### src/rtl/spi_slave_only_rx_single_cs_if.sv
// Bus bundle for the receive-only SPI slave: the three SPI lines from the
// external master plus the parallel-byte side presented to the core.
interface spi_slave_only_rx_single_cs_if;
  logic       spi_clk_i;
  logic       spi_mosi_i;
  logic       spi_cs_i;
  logic [7:0] data_o;
  logic       data_out_valid_strobe_o;
  logic       frame_active_o;
  logic [7:0] byte_count_o;
  logic       frame_error_strobe_o;

  // Side that drives the SPI lines and watches the received bytes.
  modport master (
    output spi_clk_i,
    output spi_mosi_i,
    output spi_cs_i,
    input  data_o,
    input  data_out_valid_strobe_o,
    input  frame_active_o,
    input  byte_count_o,
    input  frame_error_strobe_o
  );

  // Side implemented by the SPI slave receiver.
  modport slave (
    input  spi_clk_i,
    input  spi_mosi_i,
    input  spi_cs_i,
    output data_o,
    output data_out_valid_strobe_o,
    output frame_active_o,
    output byte_count_o,
    output frame_error_strobe_o
  );
endinterface

### src/rtl/spi_slave_only_rx_single_cs.sv
// Receive-only SPI slave with one active-low chip select. SCLK, MOSI and CS
// are oversampled by clk_i; completed bytes are presented in parallel with a
// one-cycle strobe, and a CS release in the middle of a byte is flagged.
module spi_slave_only_rx_single_cs #(
  parameter int unsigned SPI_MODE    = 0,
  parameter int unsigned SYNC_STAGES = 2
) (
  input  logic                          clk_i,
  input  logic                          rst_i,
  spi_slave_only_rx_single_cs_if.slave  bus
);

  localparam logic [1:0] MODE_BITS     = SPI_MODE[1:0];
  localparam logic       CPOL          = MODE_BITS[1];
  localparam logic       CPHA          = MODE_BITS[0];
  // Modes 0 and 3 sample on the rising SCLK edge, modes 1 and 2 on the falling one.
  localparam logic       SAMPLE_RISING = (CPOL == CPHA);
  localparam logic [1:0] FLUSH_DONE    = 2'(SYNC_STAGES);

  typedef enum logic {
    ST_IDLE    = 1'b0,
    ST_RECEIVE = 1'b1
  } state_t;

  state_t                  state_reg;
  state_t                  state_next;

  logic [SYNC_STAGES-1:0]  sclk_sync_reg;
  logic [SYNC_STAGES-1:0]  mosi_sync_reg;
  logic [SYNC_STAGES-1:0]  cs_sync_reg;
  logic                    sclk_hist_reg;
  logic                    cs_hist_reg;

  // Counts clk_i cycles after reset until every sync stage holds a real sample.
  logic [1:0]              flush_cnt_reg;
  // Set once CS has been seen high after reset; a frame already in progress
  // when reset was released must not be picked up half way.
  logic                    armed_reg;

  logic [7:0]              shift_reg;
  logic [2:0]              bit_cnt_reg;
  logic [7:0]              data_reg;
  logic                    data_vld_reg;
  logic [7:0]              byte_count_reg;
  logic                    frame_err_reg;
  logic                    frame_active;

  logic                    sclk_s;
  logic                    mosi_s;
  logic                    cs_s;
  logic                    sclk_rise;
  logic                    sclk_fall;
  logic                    sample_edge;
  logic                    cs_fall;
  logic                    cs_rise;
  logic                    frame_start;
  logic                    flush_done;

  assign sclk_s      = sclk_sync_reg[SYNC_STAGES-1];
  assign mosi_s      = mosi_sync_reg[SYNC_STAGES-1];
  assign cs_s        = cs_sync_reg[SYNC_STAGES-1];
  assign sclk_rise   = sclk_s & ~sclk_hist_reg;
  assign sclk_fall   = ~sclk_s & sclk_hist_reg;
  assign sample_edge = SAMPLE_RISING ? sclk_rise : sclk_fall;
  assign cs_fall     = ~cs_s & cs_hist_reg;
  assign cs_rise     = cs_s & ~cs_hist_reg;
  assign flush_done  = (flush_cnt_reg == FLUSH_DONE);
  assign frame_start = cs_fall & armed_reg;

  // Synchronizer chains plus one history flop on SCLK and CS for edge detection.
  always_ff @(posedge clk_i) begin
    if (rst_i) begin
      sclk_sync_reg <= {SYNC_STAGES{CPOL}};
      mosi_sync_reg <= '0;
      cs_sync_reg   <= '1;
      sclk_hist_reg <= CPOL;
      cs_hist_reg   <= 1'b1;
    end else begin
      sclk_sync_reg <= {sclk_sync_reg[SYNC_STAGES-2:0], bus.spi_clk_i};
      mosi_sync_reg <= {mosi_sync_reg[SYNC_STAGES-2:0], bus.spi_mosi_i};
      cs_sync_reg   <= {cs_sync_reg[SYNC_STAGES-2:0], bus.spi_cs_i};
      sclk_hist_reg <= sclk_s;
      cs_hist_reg   <= cs_s;
    end
  end

  // Arm frame detection only after CS has genuinely been observed high post-reset.
  always_ff @(posedge clk_i) begin
    if (rst_i) begin
      flush_cnt_reg <= '0;
      armed_reg     <= 1'b0;
    end else begin
      if (!flush_done) begin
        flush_cnt_reg <= flush_cnt_reg + 2'd1;
      end
      if (flush_done && cs_s) begin
        armed_reg <= 1'b1;
      end
    end
  end

  // State register.
  always_ff @(posedge clk_i) begin
    if (rst_i) begin
      state_reg <= ST_IDLE;
    end else begin
      state_reg <= state_next;
    end
  end

  // Next-state logic: a frame runs from a CS falling edge to a CS rising edge.
  always_comb begin
    state_next = state_reg;
    case (state_reg)
      ST_IDLE:    if (frame_start) state_next = ST_RECEIVE;
      ST_RECEIVE: if (cs_rise)     state_next = ST_IDLE;
      default:    state_next = ST_IDLE;
    endcase
  end

  // Moore output decode.
  always_comb begin
    frame_active = 1'b0;
    if (state_reg == ST_RECEIVE) begin
      frame_active = 1'b1;
    end
  end

  // Shift register, bit/byte counters and the strobed outputs. A CS rise beats a
  // coincident sample edge, and the edge that coincides with the CS fall is dropped.
  always_ff @(posedge clk_i) begin
    if (rst_i) begin
      shift_reg      <= '0;
      bit_cnt_reg    <= '0;
      data_reg       <= '0;
      data_vld_reg   <= 1'b0;
      byte_count_reg <= '0;
      frame_err_reg  <= 1'b0;
    end else begin
      data_vld_reg  <= 1'b0;
      frame_err_reg <= 1'b0;
      if (state_reg == ST_IDLE) begin
        if (frame_start) begin
          shift_reg      <= '0;
          bit_cnt_reg    <= '0;
          byte_count_reg <= '0;
        end
      end else if (cs_rise) begin
        if (bit_cnt_reg != 3'd0) begin
          frame_err_reg <= 1'b1;
        end
        shift_reg   <= '0;
        bit_cnt_reg <= '0;
      end else if (sample_edge) begin
        shift_reg   <= {shift_reg[6:0], mosi_s};
        bit_cnt_reg <= bit_cnt_reg + 3'd1;
        if (bit_cnt_reg == 3'd7) begin
          data_reg     <= {shift_reg[6:0], mosi_s};
          data_vld_reg <= 1'b1;
          if (byte_count_reg != 8'hFF) begin
            byte_count_reg <= byte_count_reg + 8'd1;
          end
        end
      end
    end
  end

  assign bus.data_o                  = data_reg;
  assign bus.data_out_valid_strobe_o = data_vld_reg;
  assign bus.frame_active_o          = frame_active;
  assign bus.byte_count_o            = byte_count_reg;
  assign bus.frame_error_strobe_o    = frame_err_reg;

endmodule

### src/flat_wrapper.sv
// flat-port wrapper written by rule: the top's interface ports become plain ports
module spi_slave_only_rx_single_cs_flat 
#(
  parameter int unsigned SPI_MODE    = 0,
  parameter int unsigned SYNC_STAGES = 2
)
  (clk_i, rst_i, bus_spi_clk_i, bus_spi_mosi_i, bus_spi_cs_i, bus_data_o, bus_data_out_valid_strobe_o, bus_frame_active_o, bus_byte_count_o, bus_frame_error_strobe_o);
  spi_slave_only_rx_single_cs_if bus_i ();
  input  logic clk_i;
  input  logic rst_i;
  input wire logic [$bits(bus_i.spi_clk_i)-1:0] bus_spi_clk_i;
  input wire logic [$bits(bus_i.spi_mosi_i)-1:0] bus_spi_mosi_i;
  input wire logic [$bits(bus_i.spi_cs_i)-1:0] bus_spi_cs_i;
  output wire logic [$bits(bus_i.data_o)-1:0] bus_data_o;
  output wire logic [$bits(bus_i.data_out_valid_strobe_o)-1:0] bus_data_out_valid_strobe_o;
  output wire logic [$bits(bus_i.frame_active_o)-1:0] bus_frame_active_o;
  output wire logic [$bits(bus_i.byte_count_o)-1:0] bus_byte_count_o;
  output wire logic [$bits(bus_i.frame_error_strobe_o)-1:0] bus_frame_error_strobe_o;
  assign bus_i.spi_clk_i = bus_spi_clk_i;
  assign bus_i.spi_mosi_i = bus_spi_mosi_i;
  assign bus_i.spi_cs_i = bus_spi_cs_i;
  assign bus_data_o = bus_i.data_o;
  assign bus_data_out_valid_strobe_o = bus_i.data_out_valid_strobe_o;
  assign bus_frame_active_o = bus_i.frame_active_o;
  assign bus_byte_count_o = bus_i.byte_count_o;
  assign bus_frame_error_strobe_o = bus_i.frame_error_strobe_o;
  spi_slave_only_rx_single_cs #(.SPI_MODE(SPI_MODE), .SYNC_STAGES(SYNC_STAGES)) u_core (.clk_i(clk_i), .rst_i(rst_i), .bus(bus_i));
endmodule
### config.mk
export PLATFORM = sky130hd
export DESIGN_NAME = spi_slave_only_rx_single_cs_flat
export DESIGN_NICKNAME = d
export VERILOG_FILES = /design/src/rtl/spi_slave_only_rx_single_cs_if.sv /design/src/rtl/spi_slave_only_rx_single_cs.sv /design/src/flat_wrapper.sv
export SDC_FILE = /design/constraint.sdc
export NUM_CORES = 1
export LEC_CHECK = 0
export CAP_MARGIN = 20
export CELL_PAD_IN_SITES_DETAIL_PLACEMENT = 2
export CELL_PAD_IN_SITES_GLOBAL_PLACEMENT = 2
export CORE_MARGIN = 2
export CORE_UTILIZATION = 36
export CTS_BUF_LIST = sky130_fd_sc_hd__clkbuf_8
export CTS_CLUSTER_DIAMETER = 60
export CTS_CLUSTER_SIZE = 30
export DETAILED_ROUTE_END_ITERATION = 8
export PLACE_DENSITY = 0.84
export SYNTH_ARGS = -nofsm -noshare
export SYNTH_HDL_FRONTEND = slang
export SYNTH_SLANG_ARGS = --single-unit
### constraint.sdc
create_clock -name clk_i -period 3.25 [get_ports clk_i]
set_clock_uncertainty 0.2 [all_clocks]
set_input_delay 0.4875 -clock clk_i [delete_from_list [all_inputs] [get_ports clk_i]]
set_output_delay 0.4875 -clock clk_i [all_outputs]
set_load 0.02 [all_outputs]
* Word level (Yosys, flattened, before mapping)
Index checks and enable logic that the tools add are counted.
** Word-level totals
- Flip-flop bits (word level) :: 40
- Input port bits :: 5
- Output and inout port bits :: 19
- Word-level logic and storage cells :: 62
** Operators by class
- Add/sub/neg operators :: 3
- Equality and inequality tests :: 8
- Mux-type cells :: 19
- Bitwise gates (word level) :: 10
- Reductions and logical operators :: 8
** Operators with widths (count)
- 8-bit 2-to-1 mux :: 6
- 7-bit 2-to-1 mux :: 3
- 3-bit 2-to-1 mux :: 4
- 8-bit by 1-bit adder with 8-bit output, second input constant :: 1
- 2-bit inequality test, second input constant :: 4
- 8-bit inequality test, second input constant :: 1
- 1-bit inverter :: 6
- 1-bit 2-to-1 mux :: 5
- 5-bit AND reduction :: 1
- 1-bit AND :: 4
- 4-bit AND reduction :: 1
- 4-bit OR reduction :: 1
- 3-bit by 1-bit adder with 3-bit output, second input constant :: 1
- 3-bit == test, second input constant :: 1
- 3-bit inequality test, second input constant :: 1
- 3-bit nonzero test :: 1
- 3-bit OR reduction :: 1
- 2-bit by 1-bit adder with 2-bit output, second input constant :: 1
- 2-bit == test, second input constant :: 1
- 1-bit case mux with 2 select lines :: 1
- 2-bit AND reduction :: 1
- 2-bit nonzero test :: 1
- 1-bit logical AND :: 1

* Logic depth before layout (Yosys ltp)
Gate-level depths: netlist (run 1).
- Word-level depth :: 6
- Depth in mapped cells :: 6
- Mapped depth without buffers :: 6

* Worst setup path after synthesis (run 1)
No wires, ideal clock.
- Kind :: reg-to-reg
- From :: register u_core.byte_count_reg[0], in the netlist u_core.bus.byte_count_o[0]
- To :: register u_core.byte_count_reg[4], in the netlist u_core.bus.byte_count_o[4]
- Library setup time :: 0.070 ns
- Data arrival time :: 1.718 ns
- Required time :: 2.980 ns
- Setup slack :: 1.263 ns
- Cell stages (with the launch flop) :: 7
- Buffers on the path :: 1
- Period minus slack after synthesis :: 1.987 ns
- Cell sequence :: dfxtp_1 > ha_1 > and4_4 > and4_4 > buf_6 > or4_1 > a21oi_1
** On the way
- Longest elaborated chain between the ends :: 6
- Elaborated cells between the ends (all ways) :: 9
- Those cells by class :: add/sub (1); eq/ne (2); mux (5); reduce/logical (1)
** Ends and longest elaborated chain
- start, declared :: RTL line spi_slave_only_rx_single_cs.sv:44 : logic [7:0] byte_count_reg;
- start signal, assigned :: RTL line spi_slave_only_rx_single_cs.sv:161 : byte_count_reg <= byte_count_reg + 8'd1;
- 8-bit by 1-bit adder with 8-bit output :: RTL line spi_slave_only_rx_single_cs.sv:161
- 8-bit 2-to-1 mux :: RTL line spi_slave_only_rx_single_cs.sv:160 : if (byte_count_reg != 8'hFF) begin
- 8-bit 2-to-1 mux :: RTL line spi_slave_only_rx_single_cs.sv:157 : if (bit_cnt_reg == 3'd7) begin
- 8-bit 2-to-1 mux :: RTL line spi_slave_only_rx_single_cs.sv:154 : end else if (sample_edge) begin
- 8-bit 2-to-1 mux :: RTL line spi_slave_only_rx_single_cs.sv:148 : end else if (cs_rise) begin
- 8-bit 2-to-1 mux :: RTL line spi_slave_only_rx_single_cs.sv:142 : if (state_reg == ST_IDLE) begin
Parallel ways exist; a longest one is shown, timed or not. The select of a mux whose other input is x is not followed.
A chain may end at the register's enable or synchronous reset.

* Final worst setup path (run 1)
- From :: register u_core.state_reg
- To :: output bus_frame_active_o
** On the way
- Longest elaborated chain between the ends :: 1
** Ends and longest elaborated chain
- start, declared :: RTL line spi_slave_only_rx_single_cs.sv:25 : state_t state_reg;
- start signal, assigned :: RTL line spi_slave_only_rx_single_cs.sv:107 : state_reg <= state_next;
- 1-bit 2-to-1 mux :: RTL line spi_slave_only_rx_single_cs.sv:124 : if (state_reg == ST_RECEIVE) begin
- end, declared :: RTL line flat_wrapper.sv:16 : output wire logic [$bits(bus_i.frame_active_o)-1:0] bus_frame_active_o;
Every way passes these cells.

==> impl_metrics.csv, run 1 <==
group,metric,value,unit
sta,period_needed,2.16,ns
cells_and_area,fin_util,46.8,%
critical_path,critPathSlowestCell,"clkdlybuf4s50_1",
clock_tree,cts_tree,"done",
cells_and_area,nNetsFinal,204,
critical_path,reg2reg_slack,1.12,ns
routing,postRouteAntennaNets,0,
power,peakVddDrop,0.331,mV
clock_tree,clock_path_buffers,2,
min_path,hold_class,"reg -> reg",
critical_path,crit_family,"buffers and inverters",
sta,finalSetupViolations,0,
placed_design,io_buffers,23,
synth,syn_inst,170,
synth,synth_common_cells,"40 x dfxtp_1, 22 x nand2_1, 19 x a21oi_1",
global_routing,antenna_found_initial,0,
clock_tree,cts_hold_buffers,0,
sta,setup-tns-final,0,ns
sta,layout_setup_ws,1.09,ns
synth,synth.distinct_cells,33,
critical_path,path_buf_inv,1,
outcome,status,"completed",
sta,fmax,462,MHz
global_routing,gr-total-overflow,0,
synth,netlist_top_cells_area,"dfxtp_1 51%, a21oi_1 6.1%, nand2_1 5.3%",
synth,post-synth-top-count-cell,"dfxtp_1",
routing,wl_met3,194,microns
routing,vias_per_cell,5.58,
cells_and_area,syn_to_final_growth,22.2,%
critical_path,path_class,"reg -> out",
global_routing,track_usage,18.6,%
die,rows,23,
synth,syn_avg_cell_area,9.21,sq um
cells_and_area,layout-drive-gt1-share,7.22,%
die,die_h,70.0,microns
synth,synth_ff_type,"dfxtp_1",
clock_tree,post_cts_resized,0,
critical_path,slowest_delay,0.67,ns
routing,routedWlPerCell,17.8,microns
clock_tree,postCtsSetupRepairBufs,0,
clock_tree,cts-htree-levels,2,
die,initial_core_util,38.3,%
clock_tree,cts.reportedPaths.clkPinSlew,0.07,ns
critical_path,crit_path_cell_trace,"clkdlybuf4s50_1",
critical_path,endpoint_kind,"output pin",
critical_path,start_kind,"register",
clock_tree,cts_sinks,40,
power,leakagePower,0.707,nW
clock_tree,clkLatencyLatePin,0.29,ns
routing,drt_first_pass_iters,4,
global_routing,grt_max_degree,32,
routing,topRoutingLayerUsed,"met4",
sta,fin_crit_sh,66.5,%
die,die_area,0.00490,sq mm
critical_path,arrival,1.48,ns
die,die_x,70.0,microns
synth,synth_nets,180,
synth,yosysWarnings,0,
sta,whs,0.217,ns
clock_tree,numCtsBuffers,5,
placed_design,placed_cells,237,
routing,drc,0,
placed_design,post-place-ws,1.05,ns
placed_design,routabilityCongestion,0.753,
placed_design,postPlaceCellArea,0.00184,sq mm
routing,drt_iter0_drc,36,
sta,worstMarginPinSlew,0.782,ns
routing,wl_met1,1.81,mm
cells_and_area,diodes,0,
power,p_per_area,478,mW/mm^2
sta,hold_viol_final,0,
synth,ys_seq_area_share,51.1,%
synth,yosys.area.top_type,"dfxtp_1",
die,io_pins,24,
sta,rsz0062_at_grt,"no",
routing,wl,4.34,mm
synth,synth_seq_cells,40,
cells_and_area,postLayoutCellArea,0.00191,sq mm
global_routing,grt_pass1_vias,1414,
job,max_cap_violations,0,
sta,slew_viol_final,0,
placed_design,dp_hpwl,3.11,mm
synth,synth_edf_count,0,
global_routing,grt_pass1_wl,7.10,mm
synth,async_flop_share,0,%
critical_path,path_max_fanout,11,
synth,synth_area,0.00157,sq mm
sta,relSlewSlack,47.5,%
power,power.total,0.915,mW
clock_tree,root_buffer,"clkbuf_8",
critical_path,cp.required,2.56,ns
routing,num_vias,1361,
synth,yosys.area.top_type_share,51.1,%
die,core,0.00409,sq mm
routing,wl_met2,2.26,mm
cells_and_area,instances_no_fill,244,
-- power breakdown --
part | switching, mW | internal (mW) | leakage, nW
clock network | 0.165 | 0.143 | 0.0452
logic | 0.0477 | 0.0355 | 0.338
registers | 0.0134 | 0.511 | 0.324
total | 0.226 | 0.689 | 0.707
-- placed cells by master (no fill, tap or decap), types with 2 or more instances in the layout --
cell type and instances:
ha_1 5, clkdlybuf4s50_1 23, o31ai_1 2, and4_4 2, o22a_1 2, a32oi_1 9
clkbuf_8 5, nand4_1 4, nor3_1 3, o21ai_0 2, or4_1 2, buf_4 3
nand2b_1 3, nor2b_1 8, a21oi_1 19, nor2_1 15, dfxtp_1 40, inv_1 5
and3_1 2, nand3_1 3, nand2_1 22, or2_2 3
-- logic make-up after synthesis --
logic type                 synth area share [%]
AOI/OAI and AO/OA                          17.6
DFF                                        51.1
adders and majority gates                  3.99
xor gates and xnor gates                  0.559
and+or+nand+nor                            22.9
buffers and inverters                      3.83
-- metal layers --
layer	up-vias	track usage, %
met5	-	0
met4	0	6.84
met3	7	4.18
met2	32	33.7
met1	674	21.3
li1	648	-
-- path summary, 6_finish.rpt --
check                             start                    endpoint  cells past startpoint
setup / recovery       u_core.state_reg          bus_frame_active_o                      1
hold / removal    u_core.cs_sync_reg[0]       u_core.cs_sync_reg[1]                      1
setup reg to reg  u_core.bit_cnt_reg[0]  u_core.bus.byte_count_o[7]                      5
hold reg to reg   u_core.cs_sync_reg[0]       u_core.cs_sync_reg[1]                      1
-- cell type report --
class	count	area, sq um
sequential	40	801
clock inverter	2	8.76
timing repair buffer	26	253
multi-input combinational	117	706
fill	439	2170
tap	50	62.6
clock buffer	5	68.8
inverter	4	15.0
Power figures use the tool's default switching activity.
==> run 2, diff against run 1 <==
Settings changed: CORE_UTILIZATION 36 to 30, PLACE_DENSITY 0.84 to 0.75.
Clock period 3.25 ns to 1.8 ns, I/O delays scaled along.
==> run 2 against run 1 <==
Against the previous run: the flow now finishes with violations (setup timing); utilization down 5.7 points; worst hold slack better by 0.0066 ns; count of clock-buffer cells in the layout unchanged; first-iteration DRC count increased by 50%; largest power group unchanged.
==> impl_metrics.csv, run 2 (same netlist as run 1, synthesis figures left out) <==
group,metric,value,unit
outcome,status,"complete, but fails checks",
outcome,violations,"setup timing",
routing,drc,0,
sta,slew_viol_final,0,
global_routing,antenna_found_initial,0,
sta,period_needed,1.89,ns
global_routing,grt_pass1_vias,1485,
global_routing,grt_pass1_wl,7.37,mm
clock_tree,cts-htree-levels,2,
critical_path,critPathMostFrequentCell,"and4_4",
power,power.total,1.67,mW
cells_and_area,layout_commonest_cell,"dfxtp_1",
critical_path,path_class,"reg -> reg",
die,rows,26,
power,leakagePower,0.829,nW
critical_path,cp.required,1.82,ns
global_routing,grt_max_degree,31,
cells_and_area,layout_common_cells,"35 x dfxtp_1, 22 x nand2_1, 16 x a21oi_1",
sta,hold_viol_final,0,
power,p_per_area,800,mW/mm^2
sta,finalSetupViolations,2,
cells_and_area,nFillCells,598,
clock_tree,numCtsBuffers,5,
critical_path,arrival,1.92,ns
critical_path,endpoint_kind,"register",
job,max_cap_violations,0,
critical_path,path_max_fanout,6,
clock_tree,cts_sinks,40,
routing,postRouteAntennaNets,0,
critical_path,crit_family,"simple AND/OR/NAND/NOR gates",
sta,rsz0062_at_grt,"yes",
global_routing,gr-total-overflow,0,
critical_path,crit_path_cell_trace,"ha_4, and4_4, and4_4, or4_4, a21oi_2",
routing,drt_first_pass_iters,3,
routing,wl,4.53,mm
sta,layout_setup_ws,-0.0924,ns
die,initial_core_util,30.9,%
clock_tree,clock_path_buffers,2,
die,die_h,76.3,microns
die,die_x,76.3,microns
sta,relSlewSlack,77.3,%
routing,routedWlPerCell,16.4,microns
critical_path,slowest_delay,0.52,ns
global_routing,track_usage,15.7,%
critical_path,path_buf_inv,0,
placed_design,routabilityCongestion,0.779,
routing,drt_iter0_drc,54,
clock_tree,root_buffer,"clkbuf_8",
routing,vias_per_cell,5.12,
clock_tree,cts_hold_buffers,0,
min_path,hold_class,"reg -> reg",
placed_design,placed_cells,265,
sta,worstMarginPinSlew,0.337,ns
sta,fin_crit_sh,105,%
sta,fmax,528,MHz
cells_and_area,diodes,0,
die,core,0.00507,sq mm
clock_tree,cts.reportedPaths.clkPinSlew,0.08,ns
sta,setup-tns-final,-0.164,ns
cells_and_area,instances_no_fill,277,
clock_tree,cts_tree,"done",
die,die_area,0.00582,sq mm
cells_and_area,layout-drive-gt1-share,19.8,%
clock_tree,clkLatencyLatePin,0.29,ns
routing,num_vias,1417,
placed_design,dp_hpwl,3.17,mm
placed_design,io_buffers,23,
cells_and_area,nNetsFinal,216,
power,peakVddDrop,0.440,mV
die,io_pins,24,
cells_and_area,syn_to_final_growth,33.2,%
critical_path,critPathSlowestCell,"or4_4",
critical_path,start_kind,"register",
[run 2: cell types whose count changed in the layout (fill, tap and decap cells not counted), moves of 3 or more]
cell             delta
dlygate4sd2_1       +7
buf_4              +11
dfxtp_1             -5
a21oi_2             +3
clkdlybuf4s50_1     -8
dfxtp_2             +3
a21oi_1             -3
[run 2: through the flow]
| step | hold WS (ns) | cell area, sq um | worst slack, ns | utilization [%] |
|---|---|---|---|---|
| 5_1_grt | 0.263 | 2090 | -0.143 | 41.1 |
| 3_5_place_dp | 0.218 | 1940 | -0.136 | 38.3 |
| 4_1_cts | 0.231 | 2020 | -0.0399 | 39.8 |
| 6_report | 0.223 | 2090 | -0.0924 | 41.1 |
| 2_1_floorplan | 0.142 | 1590 | 0.0180 | - |
| 3_3_place_gp | 0.197 | 1940 | 0.0257 | 38.3 |
[run 2: worst paths after layout]
check / startpoint / end / slack, ns / depth (start not counted)
max: u_core.bus.byte_count_o[1] / u_core.bus.byte_count_o[4] / -0.09 / 5
min: u_core.cs_sync_reg[0] / u_core.cs_sync_reg[1] / 0.22 / 1
max reg2reg: u_core.bus.byte_count_o[1] / u_core.bus.byte_count_o[4] / -0.09 / 5
min reg2reg: u_core.cs_sync_reg[0] / u_core.cs_sync_reg[1] / 0.22 / 1
[run 2: power breakdown]
part / internal [mW] / switching [mW] / leakage [nW]
Sequential: 0.919 / 0.0253 / 0.327
Clock: 0.261 / 0.308 / 0.0505
Combinational: 0.0697 / 0.0873 / 0.451
[run 2: repair_timing]
action / CTS / global route
setup endpoints to repair: 9 / 9
hold endpoints to repair: 0 / 0
buffers inserted: 0 / 4
resized for setup: 11 / 10
pin swaps: 0 / 4
cloned: 0 / 0
[run 2: layout make-up]
| cell class | count | area [sq um] | area share (%) |
|---|---|---|---|
| Sequential cell | 40 | 812 | 38.9 |
| Multi-Input combinational cell | 117 | 751 | 36.0 |
| Timing Repair Buffer | 38 | 340 | 16.3 |
| Tap cell | 70 | 87.6 | 4.20 |
| Clock buffer | 5 | 68.8 | 3.30 |
| Inverter | 4 | 15.0 | 0.719 |
| Clock inverter | 3 | 12.5 | 0.600 |
[run 2: metal layers]
layer / GRT usage [%] / wire, microns / vias up
met5: 0 / 0 / -
met4: 5.27 / 31 / 0
met3: 3.79 / 137 / 2
met2: 28.3 / 2360 / 21
met1: 18.2 / 2010 / 716
li1: - / - / 678
